==> config.mk <==
export PLATFORM = sky130hd
export DESIGN_NAME = fsk_bit_decoder
export DESIGN_NICKNAME = d
export VERILOG_FILES = /design/src/rtl/fsk_bit_decoder.sv
export SDC_FILE = /design/constraint.sdc
export NUM_CORES = 1
export LEC_CHECK = 0
export BUFFER_PORTS_ARGS = -buffer_cell sky130_fd_sc_hd__buf_2
export CAP_MARGIN = 20
export CORE_UTILIZATION = 40
export DETAILED_ROUTE_END_ITERATION = 12
export GPL_TIMING_DRIVEN = 0
export PLACE_DENSITY = 0.61
export SLEW_MARGIN = 40
export SYNTH_ARGS = -nofsm -noshare
export SYNTH_HDL_FRONTEND = slang
export SYNTH_SLANG_ARGS = --single-unit
export TNS_END_PERCENT = 1
==> constraint.sdc <==
create_clock -name clock -period 3.95 [get_ports clock]
set_input_delay 0.1975 -clock clock [delete_from_list [all_inputs] [get_ports clock]]
set_output_delay 0.1975 -clock clock [all_outputs]
set_load 0.01 [all_outputs]
==> src/rtl/fsk_bit_decoder.sv <==
// rtl/fsk_bit_decoder.sv - FSK bit-window decider and LSB-first byte packer
// Times bit windows, judges the analyzer tone counts, restarts the analyzer and emits bytes.
module fsk_bit_decoder #(
  parameter int CLOCK_FREQUENCY   = 50000000,
  parameter int BIT_RATE          = 1000,
  parameter int THRESHOLD_PERCENT = 25
) (
  input  logic        clock,
  input  logic        clear,
  input  logic        enable,
  input  logic [31:0] f0_value,
  input  logic [31:0] f1_value,
  output logic        analyzer_enable,
  output logic        analyzer_clear,
  output logic [7:0]  data_out,
  output logic        data_valid,
  input  logic        data_ready,
  output logic        overflow,
  output logic [15:0] erasure_count
);

  localparam int BIT_TICKS = CLOCK_FREQUENCY / BIT_RATE;
  localparam int CW        = $clog2(BIT_TICKS);
  localparam logic [CW-1:0] LAST_TICK = CW'(BIT_TICKS - 1);
  localparam logic [CW-1:0] RESUME_TICK = CW'(2);
  localparam logic [47:0] LIMIT = 48'(THRESHOLD_PERCENT) * 48'(BIT_TICKS);

  typedef enum logic [1:0] {
    S_IDLE,
    S_ACQUIRE,
    S_DECIDE,
    S_CLR
  } state_t;

  state_t         state, state_next;
  logic [CW-1:0]  win_cnt, win_cnt_next;
  logic [2:0]     bit_cnt;
  logic [7:0]     shift_reg;
  logic [7:0]     shift_set;
  logic           abort;

  logic [31:0]    winner;
  logic [47:0]    winner_scaled;
  logic           tie;
  logic           bit_ok;
  logic           bit_val;
  logic           byte_done;
  logic           byte_load;

  always_comb begin
    state_next   = state;
    win_cnt_next = win_cnt;
    abort        = 1'b0;
    case (state)
      S_IDLE: begin
        if (enable) begin
          state_next   = S_ACQUIRE;
          win_cnt_next = '0;
        end
      end
      S_ACQUIRE: begin
        if (!enable) begin
          state_next = S_CLR;
          abort      = 1'b1;
        end else if (win_cnt == LAST_TICK) begin
          state_next = S_DECIDE;
        end else begin
          win_cnt_next = win_cnt + CW'(1);
        end
      end
      S_DECIDE: begin
        state_next = S_CLR;
      end
      S_CLR: begin
        // Resume at 2 so DECIDE + CLR fit inside one BIT_TICKS period.
        if (enable) begin
          state_next   = S_ACQUIRE;
          win_cnt_next = RESUME_TICK;
        end else begin
          state_next = S_IDLE;
        end
      end
      default: state_next = S_IDLE;
    endcase
  end

  always_comb begin
    winner        = (f1_value > f0_value) ? f1_value : f0_value;
    tie           = (f1_value == f0_value);
    winner_scaled = {16'd0, winner} * 48'd100;
    bit_ok        = !tie && (winner_scaled >= LIMIT);
    bit_val       = (f1_value > f0_value);
    shift_set          = shift_reg;
    shift_set[bit_cnt] = bit_val;
    byte_done     = (state == S_DECIDE) && bit_ok && (bit_cnt == 3'd7);
    byte_load     = byte_done && (!data_valid || data_ready);
  end

  always_ff @(posedge clock or negedge clear) begin
    if (!clear) begin
      state           <= S_IDLE;
      win_cnt         <= '0;
      analyzer_enable <= 1'b0;
      analyzer_clear  <= 1'b0;
    end else begin
      state           <= state_next;
      win_cnt         <= win_cnt_next;
      analyzer_enable <= (state_next == S_ACQUIRE);
      analyzer_clear  <= (state_next == S_ACQUIRE) || (state_next == S_DECIDE);
    end
  end

  always_ff @(posedge clock or negedge clear) begin
    if (!clear) begin
      bit_cnt       <= '0;
      shift_reg     <= '0;
      data_out      <= '0;
      data_valid    <= 1'b0;
      overflow      <= 1'b0;
      erasure_count <= '0;
    end else begin
      data_valid <= byte_load || (data_valid && !data_ready);
      if (byte_load)
        data_out <= shift_set;
      if (state == S_DECIDE) begin
        if (bit_ok) begin
          if (byte_done) begin
            bit_cnt   <= '0;
            shift_reg <= '0;
            if (!byte_load)
              overflow <= 1'b1;
          end else begin
            bit_cnt   <= bit_cnt + 3'd1;
            shift_reg <= shift_set;
          end
        end else begin
          // An erased bit breaks byte framing, so restart the byte.
          bit_cnt   <= '0;
          shift_reg <= '0;
          if (erasure_count != 16'hFFFF)
            erasure_count <= erasure_count + 16'd1;
        end
      end else if (abort) begin
        bit_cnt   <= '0;
        shift_reg <= '0;
      end
    end
  end

endmodule

==> results.json <==
{
  "cts_buffers": 9,
  "cellLeakagePower_nw": 4.974,
  "grt_pass1_wl_um": 34310,
  "firstDrtPassIters": 5,
  "clock-root-buffer": "clkbuf_16",
  "synth_ff_type": "dfrtp_1",
  "fin_tns_setup_ns": -102.11,
  "syn2layout_area_growth_pct": 29.11,
  "grt_max_degree": 58,
  "asyncSetResetFlopFracSynth_pct": 100.0,
  "layout_commonest_cell": "ha_1",
  "synth_area_sq_um": 7960,
  "vias": 7235,
  "rows": 51,
  "overflow": 0,
  "synth.area.top_cells": "ha_1 22%, dfrtp_1 18%, fa_1 6.8%",
  "setup.worst_path.class": "in -> reg",
  "worst_pin_slew_ns": 0.7171,
  "seqCellArea_sq_um": 1426,
  "drtAntennaViolNets": 0,
  "period_share_pct": 174.7,
  "peakVddDrop_uv": 243.4,
  "ys_seq_area_share_pct": 17.92,
  "cp-start-kind": "input port",
  "largest_registers": "erasure_count: 16 flops, win_cnt: 16 flops",
  "routed_wl_um": 20800,
  "setup_viol": 37,
  "slew_headroom_pct": 52.20,
  "crit_required_ns": 4.16,
  "r2r_setup_slack_ns": 1.01,
  "wl_per_cell_um": 15.54,
  "hpwl_um": 16080,
  "syn_area_per_cell_sq_um": 8.550,
  "fin_nets": 1306,
  "met1_usage_pct": 26.92,
  "slew_violations": 0,
  "cts_htree_levels": 3,
  "grtUsageMet2_pct": 36.35,
  "coreArea_sq_um": 19460,
  "grt.busiest_layer": "met2",
  "cp_max_fo": 8,
  "place_congestion": 0.8759,
  "via_per_inst": 5.407,
  "antenna_found_initial": 0,
  "cts_tree": "yes",
  "cts.sinks": 57,
  "clockBufferDepth": 2,
  "end_kind": "flop",
  "syn_nets": 1169,
  "synth_top_area_cell": "ha_1",
  "clk_latency_ns": 0.33,
  "yosysTopAreaCellShare_pct": 22.48,
  "globalRouteMet3Util_pct": 1.844,
  "fill_cells": 1797,
  "die_w_um": 143.1,
  "clock_skew_ns": 0.004089,
  "n_antenna_cell": 0,
  "violations": "setup timing",
  "synthCells": 931,
  "multi_input_area_sq_um": 6664,
  "power.density_nw_per_um2": 645.4,
  "hold_violations": 0,
  "hp-class": "in -> reg",
  "die_y_um": 143.1,
  "first_global_vias": 7132,
  "port_buffers": 95,
  "drtIter0Drc": 303,
  "synth_cell_types": 71,
  "start_util_pct": 40.90,
  "setup_ws_ns": -2.950,
  "ios": 96,
  "max_cap_violations": 0,
  "die-area_sq_um": 20470,
  "fmax_mhz": 144.9,
  "drive_above_1_share_pct": 28.24,
  "rsz0062_at_grt": "yes",
  "final_core_util_pct": 52.81,
  "fin_crit_ns": 6.900,
  "synth_seq_cells": 57,
  "final_cell_mix": "107 x ha_1, 101 x inv_1, 91 x buf_2, 63 x nand2_1, 57 x dfrtp_1",
  "clk_pin_slew_worst_paths_ns": 0.05,
  "yosys_warnings": 0,
  "arrival_ns": 7.11,
  "synth-edff-count": 0,
  "grt.total_usage_pct": 21.05,
  "drc": 0,
  "status": "complete, but fails checks"
}
==> cells by family after synthesis <==
kind of cell	Yosys count	share of synthesized area, %
DFF	57	17.92
adders and majority gates	170	29.27
and+or+nand+nor	263	16.94
xor gates and xnor gates	46	5.061
buffers and inverters	148	7.403
AOI/OAI and AO/OA	202	16.76
muxes	45	6.649
==> worst max-delay path, cell delays in order <==
cell and delay (ns):
buf_8 0.10, inv_4 0.05, ha_4 0.19, and3_4 0.17, a221o_1 0.31, a221o_1 0.33, a2111o_1 0.47, o21ai_4 0.25
clkbuf_16 0.21, clkbuf_16 0.16, mux2_4 0.34, ha_1 0.30, ha_1 0.30, fa_1 0.46, ha_2 0.34, buf_6 0.11
inv_1 0.07, o311ai_2 0.30, nor4b_4 0.28, o211ai_1 0.22, buf_4 0.19, o221a_2 0.23, nand4_1 0.14, nor3_2 0.06
o211ai_1 0.16, o21ai_4 0.16, or4_4 0.64, mux2_4 0.33
==> path summary, 6_finish.rpt <==
check,end,start,cells past startpoint
worst min register to register,shift_reg[1]$_DFFE_PN0P_,shift_reg[1]$_DFFE_PN0P_,1
worst min-delay path,overflow$_DFFE_PN0P_,data_ready,4
max in group asynchronous,data_valid$_DFF_PN0_,clear,2
worst max-delay path,data_out[5]$_DFFE_PN0P_,f0_value[18],28
worst max register to register,erasure_count[13]$_DFFE_PN0P_,erasure_count[2]$_DFFE_PN0P_,11
min in group asynchronous,win_cnt[7]$_DFFE_PN0P_,clear,2
==> power breakdown <==
group          switching (W)  total (W)  internal, W  leakage [nW]
sequential         0.0000526   0.000718     0.000665         0.739
clock               0.000253   0.000756     0.000502         0.144
combinational        0.00287    0.00516      0.00229          4.09
==> synthesized netlist by cell type (4+ instances only) <==
cell and instances:
inv_1 107, nor4_1 5, xnor2_1 27, a21oi_1 62
o22ai_1 5, o21ai_0 41, buf_2 6, fa_1 27
a2111oi_0 11, xor2_1 19, nor3_1 13, and3_1 14
clkbuf_1 28, nand2_1 66, mux2i_1 6, o21bai_1 6
nand4_1 36, nor2b_1 4, or2_2 8, dfrtp_1 57
a21o_1 18, buf_4 4, ha_1 143, nand3_1 26
nand2b_1 5, a211oi_1 6, mux2_4 8, nor2_1 53
and2_1 5, o211ai_1 7, o21a_1 8, mux2_2 31
or3_1 8
==> routing by layer <==
layer | wire length (um) | up-vias
met4 | 633 | 0
met2 | 10190 | 158
met1 | 9299 | 3442
li1 | - | 3602
met3 | 673 | 33
met5 | 0 | -
==> through the flow <==
step | total power (W) | area [sq um] | setup slack, ns | cells | hold slack (ns)
after CTS | 0.006245 | 9962 | -3.026 | 1329 | 0.1696
after global placement | 0.004866 | 9082 | -3.941 | 1291 | 0.4572
final | 0.006633 | 10280 | -2.950 | 1338 | 0.1816
after global routing | 0.007226 | 10280 | -3.169 | 1338 | 0.1809
after floorplan | 0.003965 | 8275 | -2.743 | 931 | -0.09809
after detailed placement | 0.004886 | 9085 | -3.895 | 1291 | 0.2990
==> final cells by class <==
type                       instances  area share, %
inverter                         107          3.981
multi-input combinational        726          64.84
clock inverter                     3         0.3896
buffer                            28          2.666
sequential                        57          13.88
timing repair buffer             139          8.583
clock buffer                      13          2.435
tap                              265          3.226
==> repair_timing <==
item / in CTS / in global routing
setup endpoints to repair: 37 / 37
hold buffers: 1 / 0
endpoints found under the hold margin: 57 / 0
buffers inserted: 30 / 10
pin swaps: 41 / 28
gates cloned: 4 / 0
gates resized for setup: 62 / 45
Power figures use the tool's default switching activity.
